--- src/rtl/gray_position_tracker.sv ---
// gray_position_tracker: synchronises an asynchronous Gray-coded input,
// converts it to binary, and tracks single-step motion as a wrapping
// position count. Multi-bit jumps are flagged, counted, and re-locked.
module gray_position_tracker #(
  parameter int unsigned W     = 4,
  parameter int unsigned CNT_W = 8,
  parameter int unsigned ERR_W = 4
) (
  input  logic             clk,
  input  logic             rst_n,
  input  logic [W-1:0]     g_in,
  input  logic             en,
  input  logic             clr,
  output logic [W-1:0]     bin,
  output logic [CNT_W-1:0] pos,
  output logic             dir,
  output logic             valid,
  output logic             step_pulse,
  output logic             err_pulse,
  output logic [ERR_W-1:0] err_cnt
);

  typedef enum logic {
    ST_INIT  = 1'b0,
    ST_TRACK = 1'b1
  } state_e;

  state_e           state_q, state_d;
  logic [W-1:0]     g_s1_q, g_s2_q;
  logic [W-1:0]     bin_q, bin_d;
  logic [CNT_W-1:0] pos_q, pos_d;
  logic             dir_q, dir_d;
  logic             valid_q, valid_d;
  logic             step_pulse_q, step_pulse_d;
  logic             err_pulse_q, err_pulse_d;
  logic [ERR_W-1:0] err_cnt_q, err_cnt_d;

  logic [W-1:0]     b_new_c;
  logic [W-1:0]     delta_c;

  // Two-flop synchroniser; runs every cycle regardless of en/clr.
  always_ff @(posedge clk or negedge rst_n) begin
    if (!rst_n) begin
      g_s1_q <= '0;
      g_s2_q <= '0;
    end else begin
      g_s1_q <= g_in;
      g_s2_q <= g_s1_q;
    end
  end

  // Gray-to-binary: each binary bit is the XOR of all Gray bits at or above it.
  always_comb begin
    b_new_c = '0;
    for (int i = 0; i < int'(W); i++) begin
      b_new_c[i] = ^(g_s2_q >> i);
    end
  end

  // Modular distance from the last accepted code; 1 is up, all-ones is down.
  always_comb begin
    delta_c = b_new_c - bin_q;
  end

  // Tracker state register.
  always_ff @(posedge clk or negedge rst_n) begin
    if (!rst_n) begin
      state_q      <= ST_INIT;
      bin_q        <= '0;
      pos_q        <= '0;
      dir_q        <= 1'b1;
      valid_q      <= 1'b0;
      step_pulse_q <= 1'b0;
      err_pulse_q  <= 1'b0;
      err_cnt_q    <= '0;
    end else begin
      state_q      <= state_d;
      bin_q        <= bin_d;
      pos_q        <= pos_d;
      dir_q        <= dir_d;
      valid_q      <= valid_d;
      step_pulse_q <= step_pulse_d;
      err_pulse_q  <= err_pulse_d;
      err_cnt_q    <= err_cnt_d;
    end
  end

  // Next-state logic: clr wins, otherwise capture in INIT or classify the step in TRACK.
  always_comb begin
    state_d      = state_q;
    bin_d        = bin_q;
    pos_d        = pos_q;
    dir_d        = dir_q;
    valid_d      = valid_q;
    step_pulse_d = 1'b0;
    err_pulse_d  = 1'b0;
    err_cnt_d    = err_cnt_q;

    if (clr) begin
      pos_d     = '0;
      err_cnt_d = '0;
      dir_d     = 1'b1;
      valid_d   = 1'b0;
      state_d   = ST_INIT;
    end else if (en) begin
      unique case (state_q)
        ST_INIT: begin
          bin_d   = b_new_c;
          valid_d = 1'b1;
          state_d = ST_TRACK;
        end
        ST_TRACK: begin
          if (delta_c == W'(1)) begin
            pos_d        = pos_q + CNT_W'(1);
            dir_d        = 1'b1;
            step_pulse_d = 1'b1;
            bin_d        = b_new_c;
          end else if (delta_c == {W{1'b1}}) begin
            pos_d        = pos_q - CNT_W'(1);
            dir_d        = 1'b0;
            step_pulse_d = 1'b1;
            bin_d        = b_new_c;
          end else if (delta_c != '0) begin
            // Illegal jump: flag it and re-lock onto the new code.
            err_pulse_d = 1'b1;
            bin_d       = b_new_c;
            if (err_cnt_q != {ERR_W{1'b1}}) begin
              err_cnt_d = err_cnt_q + ERR_W'(1);
            end
          end
        end
        default: state_d = ST_INIT;
      endcase
    end
  end

  assign bin        = bin_q;
  assign pos        = pos_q;
  assign dir        = dir_q;
  assign valid      = valid_q;
  assign step_pulse = step_pulse_q;
  assign err_pulse  = err_pulse_q;
  assign err_cnt    = err_cnt_q;

endmodule

--- config.mk ---
export PLATFORM = sky130hd
export DESIGN_NAME = gray_position_tracker
export DESIGN_NICKNAME = d
export VERILOG_FILES = /design/src/rtl/gray_position_tracker.sv
export SDC_FILE = /design/constraint.sdc
export NUM_CORES = 1
export LEC_CHECK = 0
export CORE_MARGIN = 4
export CORE_UTILIZATION = 52
export DETAILED_ROUTE_END_ITERATION = 12
export HOLD_SLACK_MARGIN = 0.12
export PLACE_DENSITY = 0.88
export SLEW_MARGIN = 20
export SYNTH_ARGS = -nofsm -noshare
export SYNTH_HDL_FRONTEND = slang
export SYNTH_SLANG_ARGS = --single-unit
--- constraint.sdc ---
create_clock -name clk -period 4.9 [get_ports clk]
set_input_delay 0.49 -clock clk [delete_from_list [all_inputs] [get_ports clk]]
set_output_delay 0.49 -clock clk [all_outputs]
set_load 0.1 [all_outputs]
* Yosys cells after proc, flatten, opt, wreduce, memory -nomap -nowiden
Index checks and enable logic that the tools add are counted.
** Storage, ports and cells
- Input port bits :: 8
- Logic and storage cells :: 74
- Output and inout bits :: 20
- Register bits :: 29
** Operators by class
- Add/subtract/negate cells :: 4
- Reduce and logical (&&, ||, !) cells :: 14
- Eq/ne operators :: 7
- Bitwise logic cells :: 2
- Mux-type cells :: 37
** Operator list (number)
- two-way mux 4 bit :: 10
- two-way mux 8 bit :: 5
- two-way mux 1 bit :: 21
- parity 4 bit :: 4
- adder 8 x 1 -> 8 bit (second input constant) :: 1
- one-hot mux 4 bit (2 select lines) :: 1
- nonzero test 2 bit :: 4
- subtractor 8 x 1 -> 8 bit (second input constant) :: 1
- inequality test 2 bit (second input constant) :: 3
- AND reduction 3 bit :: 2
- AND reduction 6 bit :: 1
- adder 4 x 1 -> 4 bit (second input constant) :: 1
- equality test 4 x 1 -> 1 bit (second input constant) :: 1
- equality test 4 bit (second input constant) :: 1
- inequality test 4 x 1 -> 1 bit (second input constant) :: 1
- inequality test 4 bit (second input constant) :: 1
- nonzero test 4 bit :: 1
- subtractor 4 bit :: 1
- nonzero test 3 bit :: 1
- inverter 1 bit :: 2
- AND reduction 2 bit :: 1

* Longest topological paths before layout
- Depth after elaboration :: 9
- Depth in mapped cells :: 16

* Worst setup path before layout
Ideal clock, no wire load.
- Kind :: register -> register
- Start point :: reg bin_q[2], in the netlist bin[2]
- End point :: reg pos_q[7], in the netlist pos[7]
- Data required time :: 4.827 ns
- Setup time :: 0.073 ns
- Path slack :: 0.851 ns
- Stages on the path, launching flop included :: 14
- Arrival time :: 3.976 ns
- Buffers on the path :: 1
- Path through :: dfrtp_1 -> inv_1 -> ha_1 -> and3b_1 -> or3_1 -> buf_6 -> a21oi_2 -> nand2b_1 -> ha_1 -> o21ai_0 -> o211ai_1 -> nand2_1 -> or4b_2 -> nand4_1
** On the way
- Longest elaborated chain between the ends :: 6
- Elaborated cells on any way between the ends :: 9
- Those cells by class :: 1 x add/sub; 2 x eq/ne; 4 x mux; 2 x reduce/logical
** Ends and longest elaborated chain
- start, declared :: RTL line 30 : logic [W-1:0] bin_q, bin_d;
- start signal, assigned :: RTL line 78 : bin_q <= bin_d;
- subtractor 4 bit (*) :: RTL line 62 : delta_c = b_new_c - bin_q;
- equality test 4 x 1 -> 1 bit :: RTL line 113 : if (delta_c == W'(1)) begin
- two-way mux 8 bit :: RTL line 113
- two-way mux 8 bit :: RTL line 106 : unique case (state_q)
- two-way mux 8 bit :: RTL line 105 : end else if (en) begin
- two-way mux 8 bit :: RTL line 99 : if (clr) begin
- end signal, assigned :: RTL line 79 : pos_q <= pos_d;
- end, declared :: RTL line 31 : logic [CNT_W-1:0] pos_q, pos_d;
Mark *: on every way between the ends. The rest lies on a longest branch, timed or not. The select of a mux whose other input is x is not followed.
A chain may end at the register's enable or synchronous reset.

* Final worst setup path
- Start point :: reg g_s2_q[3]
- End point :: reg pos_q[7], in the netlist pos[7]
** On the way
- Longest elaborated chain between the ends :: 7
- Elaborated cells on any way between the ends :: 13
- Those cells by class :: 1 x add/sub; 2 x eq/ne; 4 x mux; 6 x reduce/logical
** Ends and longest elaborated chain
- start, declared :: RTL line 29 : logic [W-1:0] g_s1_q, g_s2_q;
- start signal, assigned :: RTL line 48 : g_s2_q <= g_s1_q;
- parity 4 bit (*) :: RTL line 56 : b_new_c[i] = ^(g_s2_q >> i);
- via b_new_c[1] :: RTL line 38 : logic [W-1:0] b_new_c;
- subtractor 4 bit (*) :: RTL line 62
- equality test 4 x 1 -> 1 bit :: RTL line 113
- two-way mux 8 bit :: RTL line 113
- two-way mux 8 bit :: RTL line 106
- two-way mux 8 bit :: RTL line 105
- two-way mux 8 bit :: RTL line 99
The timed path passes the listed nets; every way through them passes the cells marked *. The select of a mux whose other input is x is not followed.

==> metrics.md <==
| Metric | Value |
|---|---|
| Ports | 28 |
| Critical Path RT | 5.17 ns |
| Die ar. | 0.00413 sq mm |
| First-pass GRT wire length | 6130 um |
| Startpoint types | flop |
| Die H | 64.3 um |
| Critical path arrival | 4.70 ns |
| Root Buffer Master | clkbuf_4 |
| Clk sinks | 29 |
| GRT Resource Usage Total | 0.194 |
| YS warnings | 0 |
| Crit Reg-Reg Endpoint | pos[7] |
| Drt first pass iters | 4 |
| Worst Max-Slew Pin Slew | 0.978 ns |
| Final hold violation count | 0 |
| # resized after CTS | 0 |
| Global placement routability congestion | 0.878 |
| Clock Path Buffers | 2 |
| Synthesized flop and latch total | 29 |
| Compound-Gate Fraction of Synth Area | 0.175 |
| Mapped Area | 0.00165 sq mm |
| Tcrit/Tclk final | 0.904 |
| Adder-Cell Fraction of Synth Area | 0.100 |
| Fin util | 0.667 |
| HP Class | flop to flop |
| FP Rows | 20 |
| Pwr Total | 0.976 mW |
| Min Hold Slack | 0.355 ns |
| Post-synth cell types | 46 |
| Number of buffers added on ports | 27 |
| Fin worst setup slack | 0.470 ns |
| Avg Vias per Cell | 5.70 |
| Max FO, Critical Path | 9 |
| Post-synthesis sequential area ratio | 0.441 |
| Fill count | 248 |
| Total gr overflow | 0 |
| Starting density of the core | 0.540 |
| Largest net degree at the start of global routing | 30 |
| Mean Syn Cell Area | 10.6 sq um |
| Setup Fix Bufs, Post-CTS | 0 |
| Setup TNS | 0 ns |
| Gate Count Post-Synth | 155 |
| Combinational family with the most area after synthesis | compound AO/OA/AOI/OAI gates |
| Via count | 1,312 |
| Worst setup path class | flop to flop |
| Area Overhead vs Synth | 23.5% |
| Clock Skews | 0.0127 ns |
| Routed Antenna Nets | 0 |
| Initial antenna violation count | 0 |
| Die X | 64.3 um |
| CTS H-tree lvls | 2 |
| R2R setup slack | 0.47 ns |
| Reg clk slew, reported paths | 0.09 ns |
| # diodes | 0 |
| Lkg Pwr | 0.881 nW |
| Finished Cell Area | 0.00204 sq mm |
| CTS Hold Bufs | 0 |
| Synth Net Count | 175 |
| Cells on worst reg2reg path | 15 |
| Num CTS Buffers | 5 |
| Number of max-cap violations | 0 |
| # nets final | 205 |
| Fmax | 0.226 GHz |
| Area after DPL | 0.00195 sq mm |
| HPWL Detailed | 2520 um |
| Post-Route WL | 3450 um |
| Worst skew pair latency | 0.34 ns |
| Max-Slew Margin vs Limit | 0.346 |
| WHS Path Cells | 0 |
| Setup violations, final | 0 |
| WL/cell | 15.0 um |
| Layout Cells excl Fill | 230 |
| Commonest non-fill, non-tap cell in the layout | dfrtp_1 |
| R2r startpoint | g_s2_q[3] |
| Hold Path End | g_s2_q[0] |
| Hold Crit Start | g_s1_q[0] |
| Simple-Gate Fraction of Synth Area | 0.161 |
| Drt drc | 0 |
| Run status | completed |
| Vias in the first global route | 1,344 |
| Pre-CTS WS | 0.519 ns |
| Post-synthesis xor/xnor area fraction | 0.0425 |
| CP startpoint | g_s2_q[3] |
| Number of max-slew violations in the final report | 0 |
| Mux contribution to synthesized area | 0.0395 |
| DRT iter0 DRCs | 84 |
| Core box area | 0.00305 sq mm |
| Max rail drop VDD | 0.000278 V |
| Critical path endpoint category | flop |
| CTS tree | built |
| P per Cell Area | 480 mW/mm^2 |
| Placed insts | 222 |
| Most frequent cells in the layout | dfrtp_1, clkdlybuf4s50_1, a21oi_1 |
| Clock period minus final worst setup slack | 4.43 ns |
| Proportion of layout cells with a drive suffix above 1 | 0.113 |
| RSZ-0062 raised after global routing | no |
## layer usage
| layer | track usage | routed length, um | vias up |
|---|---|---|---|
| li1 | - | - | 629 |
| met1 | 0.233 | 1450 | 639 |
| met2 | 0.320 | 1750 | 38 |
| met3 | 0.0650 | 194 | 6 |
| met4 | 0.0765 | 56 | 0 |
| met5 | 0 | 0 | - |
## area by class of cell
cell class,instances,area (sq um),share of cell area
Tap cell,44,55.1,0.0270
Clock inverter,2,37.5,0.0184
Sequential cell,29,727,0.357
Timing Repair Buffer,28,278,0.136
Clock buffer,6,51.3,0.0252
Inverter,9,33.8,0.0166
Multi-Input combinational cell,112,853,0.419
## synthesized netlist by cell type (all sizes together)
master / n / share of area
dfstp: 1 / 0.016
o21bai: 1 / 0.0046
a31o: 1 / 0.0053
o41ai: 1 / 0.0099
a211oi: 2 / 0.0091
dfrtp: 28 / 0.43
or4b: 2 / 0.012
nor4: 2 / 0.0076
nand4: 2 / 0.0076
xnor2: 4 / 0.021
o21ai: 8 / 0.024
o21a: 3 / 0.014
or4: 1 / 0.0046
nor4b: 1 / 0.0053
xor2: 4 / 0.021
or3: 2 / 0.0076
mux2: 4 / 0.027
nor3: 4 / 0.012
nand3: 7 / 0.021
nor2: 9 / 0.022
nor2b: 3 / 0.011
o31ai: 3 / 0.014
o31a: 1 / 0.0053
a21oi: 14 / 0.045
and3: 2 / 0.011
a21o: 2 / 0.0091
a2111oi: 1 / 0.017
o211ai: 1 / 0.0046
clkbuf: 3 / 0.0068
and3b: 1 / 0.0053
nand4b: 3 / 0.016
nand2b: 1 / 0.0038
mux2i: 2 / 0.012
nand2: 6 / 0.014
buf: 2 / 0.014
inv: 9 / 0.020
ha: 10 / 0.076
a311o: 1 / 0.0068
a2111o: 1 / 0.0068
fa: 2 / 0.024
## registers in the layout, summed over array words and instances, names as in the netlist
register and cells:
step_pulse 1, pos 8, state_q 1, g_s2_q 4, bin 4, g_s1_q 4
dir 1, err_cnt 4, err_pulse 1, valid 1
## worst max path at each step
stage          cells past startpoint     end  slack, ns
6_report                          15  pos[7]       0.47
5_1_grt                           15  pos[7]       0.06
3_3_place_gp                      14  pos[7]       0.77
3_5_place_dp                      15  pos[7]       0.52
2_1_floorplan                     13  pos[7]       0.85
4_1_cts                           15  pos[7]       0.49
## logic make-up after synthesis
kind of cell / count (synthesis)
flops: 29
compound gates: 40
mux: 6
xor+xnor: 8
simple gates: 46
fa+ha+maj: 12
buf+inv: 14
## critical path, stage by stage, from the launching register on
cell	delay (ns)
dfrtp_1	0.42
xor2_1	0.27
xor2_1	0.29
xnor2_1	0.13
ha_1	0.23
fa_1	0.38
xor2_1	0.26
nand2_1	0.18
a21oi_2	0.34
nand2b_1	0.27
ha_1	0.43
o21ai_0	0.13
o211ai_1	0.22
nand2_1	0.12
or4b_2	0.62
nand4_1	0.09
## where the power goes
part | switching, mW | internal, mW | leakage (nW) | total [mW]
combinational | 0.330 | 0.152 | 0.467 | 0.481
clock | 0.0897 | 0.121 | 0.0445 | 0.211
sequential | 0.0212 | 0.263 | 0.370 | 0.284
total | 0.440 | 0.536 | 0.881 | 0.976
Power figures use the tool's default switching activity.
